==> config.mk <==
export PLATFORM = sky130hd
export DESIGN_NAME = metrics_counter_bank
export DESIGN_NICKNAME = d
export VERILOG_FILES = /design/src/rtl/metrics_counter_bank.sv
export SDC_FILE = /design/constraint.sdc
export NUM_CORES = 1
export LEC_CHECK = 0
export BUFFER_PORTS_ARGS = -buffer_cell sky130_fd_sc_hd__buf_2
export CAP_MARGIN = 20
export CORE_AREA = 2 2 243 245
export CTS_BUF_LIST = sky130_fd_sc_hd__clkbuf_4
export CTS_CLUSTER_SIZE = 20
export DETAILED_ROUTE_END_ITERATION = 6
export DIE_AREA = 0 0 245 247
export GPL_ROUTABILITY_DRIVEN = 0
export GPL_TIMING_DRIVEN = 0
export PLACE_DENSITY = 0.61
export RECOVER_POWER = 100
export SLEW_MARGIN = 20
export SYNTH_ARGS = -nofsm -noshare
export SYNTH_HDL_FRONTEND = slang
export SYNTH_SLANG_ARGS = --single-unit
==> constraint.sdc <==
create_clock -name clk -period 4.7 [get_ports clk]
set_clock_uncertainty 0.2 [all_clocks]
set_input_delay 0.235 -clock clk [delete_from_list [all_inputs] [get_ports clk]]
set_output_delay 0.235 -clock clk [all_outputs]
set_load 0.005 [all_outputs]
==> src/rtl/metrics_counter_bank.sv <==
// metrics_counter_bank: multi-channel cycle/event counters with run control, snapshot, overflow and threshold (optional METRICS_COUNTER_SATURATE_EN)
module metrics_counter_bank #(
  parameter int NUM_CHANNELS  = 4,
  parameter int COUNTER_WIDTH = 64,
  parameter int INC_WIDTH     = 4,
  parameter int THRESH_CH     = 0,
  parameter int AUTO_STOP     = 1
) (
  input  logic                                    clk,
  input  logic                                    rst_n,
  input  logic                                    start,
  input  logic                                    stop,
  input  logic [NUM_CHANNELS-1:0]                 ch_en,
  input  logic [NUM_CHANNELS-1:0]                 ch_mode,
  input  logic [NUM_CHANNELS-1:0]                 clear,
  input  logic [NUM_CHANNELS*INC_WIDTH-1:0]       event_inc,
  input  logic                                    snapshot,
  input  logic [COUNTER_WIDTH-1:0]                threshold,
  output logic [NUM_CHANNELS*COUNTER_WIDTH-1:0]   cnt,
  output logic [NUM_CHANNELS*COUNTER_WIDTH-1:0]   snap,
  output logic                                    snap_done,
  output logic [NUM_CHANNELS-1:0]                 ovf,
  output logic                                    thresh_hit,
  output logic                                    running,
  output logic                                    irq
);
  localparam int W = COUNTER_WIDTH;
`ifdef METRICS_COUNTER_SATURATE_EN
  localparam bit SAT = 1'b1;
`else
  localparam bit SAT = 1'b0;
`endif
  typedef enum logic [1:0] {IDLE, RUN, HALTED} state_t;
  state_t state;
  logic run;
  logic hit;
  logic [W-1:0] cnt_r [NUM_CHANNELS];
  logic [W-1:0] cnt_n [NUM_CHANNELS];
  logic [W-1:0] snap_r [NUM_CHANNELS];
  logic [W:0] sum [NUM_CHANNELS];
  logic [NUM_CHANNELS-1:0] ovf_n;
  assign run = (state == RUN);
  // per-channel next value: clear wins, else add increment when enabled in RUN
  always_comb begin
    for (int i = 0; i < NUM_CHANNELS; i++) begin
      sum[i] = {1'b0, cnt_r[i]} + (ch_mode[i] ? (W+1)'(event_inc[i*INC_WIDTH +: INC_WIDTH]) : (W+1)'(1));
      cnt_n[i] = clear[i] ? '0 : !(run && ch_en[i]) ? cnt_r[i] : (SAT && sum[i][W]) ? '1 : sum[i][W-1:0];
      ovf_n[i] = clear[i] ? 1'b0 : ovf[i] | (run && ch_en[i] && sum[i][W]);
    end
    hit = run && (threshold != '0) && (cnt_n[THRESH_CH] >= threshold);
  end
  // run-control FSM; stop has priority, then auto-halt, then start
  always_ff @(posedge clk) begin
    if (!rst_n) begin
      state <= IDLE;
      running <= 1'b0;
    end else if (stop) begin
      state <= IDLE;
      running <= 1'b0;
    end else if (run && hit && AUTO_STOP != 0) begin
      state <= HALTED;
      running <= 1'b0;
    end else if (start) begin
      state <= RUN;
      running <= 1'b1;
    end
  end
  // counters, snapshot, sticky flags and interrupt
  always_ff @(posedge clk) begin
    if (!rst_n) begin
      for (int i = 0; i < NUM_CHANNELS; i++) begin
        cnt_r[i] <= '0;
        snap_r[i] <= '0;
      end
      ovf <= '0;
      snap_done <= 1'b0;
      thresh_hit <= 1'b0;
      irq <= 1'b0;
    end else begin
      cnt_r <= cnt_n;
      if (snapshot) snap_r <= cnt_r;
      ovf <= ovf_n;
      snap_done <= snapshot;
      thresh_hit <= hit ? 1'b1 : (start && !stop) ? 1'b0 : thresh_hit;
      irq <= (|ovf) | thresh_hit;
    end
  end
  for (genvar g = 0; g < NUM_CHANNELS; g++) begin : g_out
    assign cnt[g*W +: W] = cnt_r[g];
    assign snap[g*W +: W] = snap_r[g];
  end
endmodule
==> results of run 1 <==
[final cells by class]
| class | count | area (um^2) |
|---|---|---|
| fillers | 5943 | 28600 |
| multi-input cells | 1845 | 12000 |
| flip-flops and latches | 521 | 10400 |
| repair buffers | 699 | 3500 |
| clock buffers | 226 | 1700 |
| well taps | 773 | 967 |
| plain buffers | 116 | 472 |
| inverters | 118 | 443 |
| clock inverters | 21 | 123 |
| diodes | 5 | 12.5 |
[synthesized netlist by cell type, types with 27 or more instances]
cell / n / area [um^2]
nor2_1: 589 / 2210
dfxtp_1: 521 / 10400
mux2i_1: 256 / 2560
nand2_1: 120 / 450
inv_1: 117 / 439
xor2_1: 104 / 911
xnor2_1: 102 / 893
clkbuf_1: 85 / 319
a21oi_1: 83 / 415
ha_1: 80 / 1000
nand4_1: 75 / 469
nand3_1: 74 / 370
nor3_1: 46 / 230
or3_1: 41 / 257
and3_1: 33 / 206
nor4_1: 30 / 188
and2_1: 28 / 175
o21ai_0: 27 / 135
o21ai_1: 27 / 135
[flip-flops by register name, summed over array words and instances, names as in the netlist]
name and count:
thresh_hit 1, irq 1, state 2, snap 256, snap_done 1, cnt 256, ovf 4
[worst max path at each step]
| stage | slack (ps) | depth (start not counted) | startpoint | end |
|---|---|---|---|---|
| floorplan | 490 | 18 | cnt[0]$_SDFF_PN0_ | state[0]$_SDFFE_PP0P_ |
| global placement | -1200 | 20 | ch_mode[0] | state[0]$_SDFFE_PP0P_ |
| detailed placement | -1180 | 20 | ch_mode[0] | state[0]$_SDFFE_PP0P_ |
| CTS | 10 | 19 | cnt[0]$_SDFF_PN0_ | state[0]$_SDFFE_PP0P_ |
| global route | -90 | 19 | cnt[0]$_SDFF_PN0_ | state[0]$_SDFFE_PP0P_ |
| finish | 140 | 18 | cnt[0]$_SDFF_PN0_ | state[0]$_SDFFE_PP0P_ |
[critical path, stage by stage, from the launching register on]
cell       delay [ps]
dfxtp_4           370
ha_4              140
inv_2              40
fa_2              410
nor2b_4           160
o21ai_4           100
a2111oi_4         390
and2_4            260
clkbuf_16         160
nand2_1            60
xor2_1            180
nor2_1             80
ha_1              330
and4_1            250
a221oi_2          320
o22ai_1           150
or3_4             410
o21ai_4           290
nor3b_2           200
[power by group through the flow]
stage                     Combinational (W)  Clock (W)  Sequential, W
after global routing               0.000476    0.00452        0.00442
after floorplan                    0.000226          0        0.00452
after detailed placement           0.000390          0        0.00452
final                              0.000439    0.00414        0.00442
after CTS                          0.000436    0.00426        0.00442
after global placement             0.000392          0        0.00452
[per-stage QoR]
step           utilization, %  cell area [um^2]
3_5_place_dp             46.7             27200
6_report                 50.9             29700
3_3_place_gp             46.6             27200
2_1_floorplan               -             23100
4_1_cts                  51.3             29900
5_1_grt                  50.9             29700
[routing by layer]
layer  part of all wire (%)  up-vias  wire length (um)
li1                       -    10600                 -
met1                     42    10000             33500
met2                     48      662             38100
met3                    6.8      112              5390
met4                    2.6        0              2030
met5                      0        -                 0
[timing repair]
| item | 4_1_cts | 5_1_grt |
|---|---|---|
| cloned | 0 | 1 |
| hold buffers | 76 | 0 |
| hold endpoints to repair | 217 | 0 |
| buffers inserted | 3 | 4 |
| gates resized for setup | 18 | 37 |
| pin swaps | 3 | 18 |
| endpoints found under the setup margin | 3 | 3 |
[cells by family after synthesis]
logic type / synth area share (%)
buffers and inverters: 3.87
AND/OR/NAND/NOR: 22.9
XOR/XNOR: 7.80
adder cells (fa/ha/maj): 4.68
flip-flops: 45.1
multiplexers: 11.1
AO/OA/AOI/OAI: 4.52
==> results.cfg, run 1 <==
[status]
status = completed

[drt]
num_vias = 21400
drtPass1Iterations = 5
vias_per_cell = 4.95
wl_um = 79000
drc = 0
ant_nets = 0
wl_per_cell_um = 18.3
drtIter0Drc = 1065

[pwr]
powerDensity_nw_per_um2 = 303
combPwrFrac_pct = 4.9
clkPwrFrac_pct = 46.0
p_seq_share_pct = 49.1
intPower_w = 0.00680
power.leakage_nw = 12.4
switching_share_pct = 24.4
power_w = 0.00900
irDropWorstVdd_uv = 182
power_switching_w = 0.00220

[floorplan]
die_area_um2 = 60500
num_rows = 89
io_pins = 617
die_w_um = 245
core_um2 = 58200
dieHeight_um = 247
initial_core_util_pct = 39.7

[global_route]
grt_use_total_pct = 25.6
use_met1_pct = 30.8
grt_max_degree = 17
antenna_found_initial = 6
grt_pass1_vias = 20600
use_met3_pct = 7.42
grt_busiest_layer = met2
use_met2_pct = 43.2
overflow = 0
grt_first_pass_wirelength_um = 119000

[critical_path]
required_ps = 5350
r2r_start = cnt[0]$_SDFF_PN0_
reg2regPathDepth = 18
start_kind = flop
critPathKind = reg -> reg
crit_fanout = 5
r2r-end = state[0]$_SDFFE_PP0P_
crit_path_end_kind = flop
crit_arrival_ps = 5210
r2r_slack_ps = 140

[placed_design]
place_hpwl_um = 59800
dp_slack_ps = -1180
dp.cells = 3988
port_buffers = 614

[sta]
fin_ws_ps = 143
period_share_pct = 97.0
timing.fmax_ghz = 0.219
tns_ps = 0
worstMarginPinSlew_ps = 1300
rsz0062_at_grt = yes
whs_ps = 118
min_period_ps = 4560
relSlewSlack_pct = 13.1
finalSetupViolCount = 0
hold_viol_final = 0
slew_viol_final = 0

[logic_synthesis]
syn_inst = 2600
synth_warnings = 0
synth_cell_types = 63
syn_area_um2 = 23100
ys_seq_elements = 521
synth-edff-count = 0
synth-seq-area-share_pct = 45.1
ys.flop_type = dfxtp_1
async_reset_ff_share_pct = 0
syn-num-nets = 2781
postSynthAreaPerCell_um2 = 8.89

[clocking]
cts_max_path_buffers = 3
ctsHtreeMaxLevel = 4
worstSkewPairLatency_ps = 970
cts_tree = built
cts_root_buffer = clkbuf_4
cts_buffers = 145
clock_sinks = 521
clk_pin_slew_ps = 60

[cells_and_area]
mostFrequentLayoutCell = nor2_1
nets = 3627
layout-drive-gt1-share_pct = 16.4
area_growth_pct = 28.3
fin_cells = 4324
layout_common_cells = nor2_1, dfxtp_1, clkbuf_1, buf_2, mux2i_1

[worst_hold_path]
holdPathStages = 7
worstHoldStart = threshold[24]
hold_path.class = in -> reg
min_to = thresh_hit$_SDFFE_PN0P_

[flow_run]
maxCapViolCount = 0
Power figures use the tool's default switching activity.
==> inputs of run 2 (changes only) <==
--- a/config.mk
+++ b/config.mk
@@ -13,8 +13,8 @@
 export DETAILED_ROUTE_END_ITERATION = 6
 export DIE_AREA = 0 0 245 247
-export GPL_ROUTABILITY_DRIVEN = 0
 export GPL_TIMING_DRIVEN = 0
 export PLACE_DENSITY = 0.61
 export RECOVER_POWER = 100
+export REMOVE_ABC_BUFFERS = 1
 export SLEW_MARGIN = 20
 export SYNTH_ARGS = -nofsm -noshare
==> constraint.sdc (replaced) <==
create_clock -name clk -period 4.7 [get_ports clk]
set_clock_uncertainty 0.2 [all_clocks]
set_input_delay 0.235 -clock clk [delete_from_list [all_inputs] [get_ports clk]]
set_output_delay 0.235 -clock clk [all_outputs]
set_load 0.01 [all_outputs]
==> results.cfg, run 2 (synthesized netlist as in run 1, its figures left out) <==
[sta]
min_period_ps = 4650
rsz0062_at_grt = yes
period_share_pct = 98.9
slew_viol_final = 94
worstMarginPinSlew_ps = 4140
relSlewSlack_pct = -176
timing.fmax_ghz = 0.215
hold_viol_final = 0
finalSetupViolCount = 0
fin_ws_ps = 49.9
tns_ps = 0

[pwr]
intPower_w = 0.00691
power.leakage_nw = 12.3
clkPwrFrac_pct = 46.9
irDropWorstVdd_uv = 195
combPwrFrac_pct = 4.6
powerDensity_nw_per_um2 = 308
power_switching_w = 0.00219
switching_share_pct = 24.1
p_seq_share_pct = 48.6

[global_route]
overflow = 0
grt_max_degree = 90
grt_first_pass_wirelength_um = 110000
antenna_found_initial = 5
grt_use_total_pct = 22.9
grt_pass1_vias = 20400

[clocking]
cts_root_buffer = clkbuf_4
cts_buffers = 146
clk_pin_slew_ps = 50
cts_tree = built
ctsHtreeMaxLevel = 4
clock_sinks = 521
worstSkewPairLatency_ps = 960
cts_max_path_buffers = 3

[critical_path]
critPathSlowestCell = dlygate4sd3_1
critPathKind = in -> reg
cp_num_buf_inv = 5
crit_arrival_ps = 5240
cpMostUsedCell = nand4_1
r2r-end = state[0]$_SDFFE_PP0P_
worstPathCellList = dlygate4sd3_1 > buf_2 > nand2_1 > dlygate4sd3_1 > fa_2 > nor2b_4 > o21ai_4 > a2111oi_4 > buf_4 > and2_4 > nand4_1 > xor2_2 > nor2_1 > ha_1 > nand4_1 > buf_4 > nor4_4 > nand4_1 > a2bb2oi_2 > or3_4 > o21ai_4 > nor3b_2
reg2regPathDepth = 20
crit_fanout = 6
start_kind = primary input
r2r_slack_ps = 140
required_ps = 5290
cp.depth = 22
crit_path_max_incr_delay_ps = 600
r2r_start = cnt[0]$_SDFF_PN0_
worst_path_dominant_cell_family = buffers and inverters
crit_path_end_kind = flop

[drt]
drc = 0
ant_nets = 0
wl_per_cell_um = 17.3
num_vias = 21400
wl_um = 73100
drtIter0Drc = 1117
vias_per_cell = 5.06
drtPass1Iterations = 5

[worst_hold_path]
min_to = thresh_hit$_SDFFE_PN0P_
hold_path.class = in -> reg
worstHoldStart = threshold[28]
holdPathStages = 7

[status]
violations = capacitance limit, slew limit
status = finished with violations

[floorplan]
num_rows = 89
die_w_um = 245
die_area_um2 = 60500
dieHeight_um = 247
core_um2 = 58200
io_pins = 617
initial_core_util_pct = 39.7

[cells_and_area]
layout_common_cells = nor2_1, dfxtp_1, clkbuf_1, mux2i_1, buf_2
utilization_pct = 50.7
layout-drive-gt1-share_pct = 16.0
nets = 3538
area_growth_pct = 27.8
fillCellCount = 5780
mostFrequentLayoutCell = nor2_1

[flow_run]
maxCapViolCount = 2

[placed_design]
gp_congestion = 0.906
dp_slack_ps = -1030
port_buffers = 616
place_hpwl_um = 52200
-- run 2: per-layer routing --
layer | track usage (%) | vias up | part of all wire (%)
met2 | 38.7 | 651 | 49
met4 | 8.88 | 2 | 2.8
met3 | 5.87 | 153 | 6.0
li1 | - | 10400 | -
met1 | 27.8 | 10200 | 42
met5 | 0 | - | 0.012
-- run 2: worst reg2reg max path, delay by kind of cell (launching register included) --
kind | cells | cell delay, ps
xor gates and xnor gates | 1 | 250
adders and majority gates | 3 | 810
AOI/OAI and AO/OA | 4 | 790
DFF | 1 | 370
and+or+nand+nor | 9 | 1580
buffers and inverters | 3 | 420
-- run 2: what timing repair did --
item	CTS	global route
cloned	0	1
hold buffers	82	1
gates resized for setup	15	30
setup endpoints to repair	3	3
setup buffers	10	8
pin swaps	6	13
hold endpoints to repair	434	2
-- run 2: power groups by stage --
stage | Combinational [W] | Sequential [W] | Clock [W]
after floorplan | 0.000153 | 0.00452 | 0
after global placement | 0.000383 | 0.00452 | 0
final | 0.000414 | 0.00442 | 0.00427
after detailed placement | 0.000353 | 0.00452 | 0
after CTS | 0.000402 | 0.00442 | 0.00440
after global routing | 0.000447 | 0.00442 | 0.00465
-- run 2: stage by stage --
step | hold slack, ps | total power [W] | std cells | area, um^2
after floorplan | 114 | 0.00467 | 2484 | 22700
after global placement | 263 | 0.00490 | 3873 | 26700
after detailed placement | 269 | 0.00487 | 3879 | 26900
after CTS | 0.956 | 0.00922 | 4221 | 29800
after global routing | 16.5 | 0.00952 | 4236 | 29500
final | 106 | 0.00910 | 4237 | 29500
-- run 2: final cells by class --
| type | count | area (um^2) | area share [%] |
|---|---|---|---|
| inverter | 118 | 444 | 1.50 |
| clock inverter | 34 | 260 | 0.881 |
| multi-input combinational | 1846 | 12100 | 40.8 |
| clock buffer | 216 | 1620 | 5.49 |
| antenna | 5 | 12.5 | 0.0423 |
| sequential | 521 | 10400 | 35.3 |
| tap | 773 | 967 | 3.27 |
| timing repair buffer | 724 | 3740 | 12.7 |
-- run 2: how the worst max path moves through the flow --
stage                          start                     to
5_1_grt            cnt[0]$_SDFF_PN0_  state[0]$_SDFFE_PP0P_
3_5_place_dp   state[0]$_SDFFE_PP0P_  state[0]$_SDFFE_PP0P_
3_3_place_gp                   rst_n      ovf[1]$_SDFF_PP0_
6_report                event_inc[1]  state[0]$_SDFFE_PP0P_
2_1_floorplan                  rst_n      ovf[1]$_SDFF_PP0_
4_1_cts            cnt[0]$_SDFF_PN0_  state[0]$_SDFFE_PP0P_
==> inputs of run 3 (changes only) <==
Clock period 4.7 ns to 5.7 ns, I/O delays scaled along.
==> results.cfg, run 3 (synthesized netlist as in run 1, its figures left out) <==
[floorplan]
die_area_um2 = 60500
num_rows = 89
io_pins = 617
dieHeight_um = 247
die_w_um = 245
initial_core_util_pct = 39.7
core_um2 = 58200

[placed_design]
placed_area_um2 = 26900
place_hpwl_um = 52200
gp_congestion = 0.906
port_buffers = 616
dp_slack_ps = -28.4

[cells_and_area]
fillCellCount = 5954
layout_common_cells = nor2_1, clkbuf_1, dfxtp_1, mux2i_1, clkbuf_4
area_growth_pct = 24.3
nets = 3510
mostFrequentLayoutCell = nor2_1
multi_input_area_um2 = 11700
layout-drive-gt1-share_pct = 10.1
ff_latch_area_um2 = 10400
design_area_um2 = 28700

[critical_path]
crit_path_end_kind = flop
critPathKind = in -> reg
cp_num_buf_inv = 3
r2r_start = cnt[0]$_SDFF_PN0_
r2r_slack_ps = 550
r2r-end = state[0]$_SDFFE_PP0P_
worstPathCellList = dlygate4sd3_1 > buf_2 > and2_0 > dlygate4sd3_1 > ha_1 > nor2b_1 > o21ai_1 > a2111oi_4 > and2_2 > nand4_1 > xor2_1 > nor2_1 > ha_1 > nand4_1 > nor4_1 > nand4_1 > a2111oi_0 > o21ai_1 > nor3b_1
crit_fanout = 11
crit_path_max_incr_delay_ps = 600
cpMostUsedCell = nand4_1
critPathSlowestCell = a2111oi_4
worst_path_dominant_cell_family = simple AND/OR/NAND/NOR gates
cp-endpoint = state[0]$_SDFFE_PP0P_
reg2regPathDepth = 17
required_ps = 6290
startpoint = event_inc[2]
start_kind = primary input
crit_arrival_ps = 5820
cp.depth = 19

[sta]
fin_ws_ps = 474
hold_viol_final = 0
slew_viol_final = 262
relSlewSlack_pct = -168
period_share_pct = 91.7
finalSetupViolCount = 0
timing.fmax_ghz = 0.191
rsz0062_at_grt = no
min_period_ps = 5230
worstMarginPinSlew_ps = 4020

[drt]
num_vias = 21400
wl_um = 71600
vias_per_cell = 5.07
drc = 0
wl_per_cell_um = 17.0
drtIter0Drc = 1083
drtPass1Iterations = 5
ant_nets = 0

[flow_run]
maxCapViolCount = 6

[status]
violations = capacitance limit, slew limit
status = finished with violations

[pwr]
power.leakage_nw = 11.4
irDropWorstVdd_uv = 162
power_w = 0.00749
powerDensity_nw_per_um2 = 260

[clocking]
cts_max_path_buffers = 3
cts_root_buffer = clkbuf_4
ctsHtreeMaxLevel = 4
cts_tree = built
worstSkewPairLatency_ps = 950
clock_sinks = 521
clk_pin_slew_ps = 50
cts_buffers = 146

[global_route]
grt_max_degree = 90
grt_use_total_pct = 22.6
antenna_found_initial = 6
overflow = 0
grt_first_pass_wirelength_um = 109000
grt_pass1_vias = 20300

[worst_hold_path]
hold_path.class = in -> reg
[run 3: cell count changes in the layout (fill, tap and decap cells not counted), moves of 4 or more]
cell           before  now
and2_1             26   20
nor4_4              6    1
clkbuf_1          374  525
nor4_1             25   34
buf_4              19    1
and2_0              0    7
dlygate4sd3_1      83   72
nor4_2              5    1
buf_2             241   92
o21ai_0            24   29
[run 3: timing repair]
| item | 4_1_cts | 5_1_grt |
|---|---|---|
| endpoints found under the hold margin | 402 | 0 |
| pin swaps | 0 | 1 |
| gates resized for setup | 1 | 2 |
| hold buffers | 72 | 0 |
| setup endpoints to repair | 1 | 3 |
| setup buffers | 0 | 2 |
[run 3: metal layers]
| layer | vias to the layer above | part of all wire (%) | track usage, % |
|---|---|---|---|
| met3 | 151 | 6.1 | 5.87 |
| li1 | 10400 | - | - |
| met5 | - | 0.032 | 0 |
| met2 | 633 | 49 | 38.1 |
| met4 | 4 | 2.8 | 8.91 |
| met1 | 10200 | 42 | 27.5 |
[run 3: area by class of cell]
cell class	instances	share of cell area, %
Sequential cell	521	36.3
Tap cell	773	3.36
Clock inverter	34	0.905
Antenna cell	5	0.0435
Clock buffer	216	5.64
Multi-Input combinational cell	1845	40.8
Inverter	118	1.55
Timing Repair Buffer	697	11.4
[run 3: worst register-to-register path: cells and delay by family, from the launching register on]
kind	cells	cell delay [ps]
adder cells (fa/ha/maj)	3	860
XOR/XNOR	1	230
AO/OA/AOI/OAI	4	1440
AND/OR/NAND/NOR	8	1870
buffers and inverters	1	50
flip-flops	1	370
[run 3: worst min path at each step]
| stage | from | to | slack, ps | cells after the start |
|---|---|---|---|---|
| after floorplan | clear[0] | cnt[12]$_SDFF_PN0_ | 160 | 1 |
| after global placement | ovf[2]$_SDFF_PP0_ | ovf[2]$_SDFF_PP0_ | 260 | 2 |
| after detailed placement | ovf[2]$_SDFF_PP0_ | ovf[2]$_SDFF_PP0_ | 270 | 2 |
| after CTS | ch_mode[0] | cnt[3]$_SDFF_PN0_ | 9 | 10 |
| after global routing | event_inc[0] | cnt[3]$_SDFF_PN0_ | 140 | 9 |
| final | ch_mode[0] | cnt[3]$_SDFF_PN0_ | 160 | 10 |
[run 3: metrics by stage]
stage / setup TNS (ps) / hold slack [ps] / std cells / util, %
2_1_floorplan: 0 / 164 / 2484 / -
3_3_place_gp: -650010 / 263 / 3873 / 45.9
3_5_place_dp: -28.4 / 269 / 3879 / 46.3
4_1_cts: 0 / 8.70 / 4201 / 50.7
5_1_grt: 0 / 141 / 4208 / 49.4
6_report: 0 / 157 / 4209 / 49.4
[run 3: power breakdown]
group | total [W] | leakage [nW] | switching, W | internal [W]
combinational | 0.000326 | 6.06 | 0.000192 | 0.000134
sequential | 0.00365 | 4.19 | 0.00000268 | 0.00364
clock | 0.00351 | 1.12 | 0.00160 | 0.00191
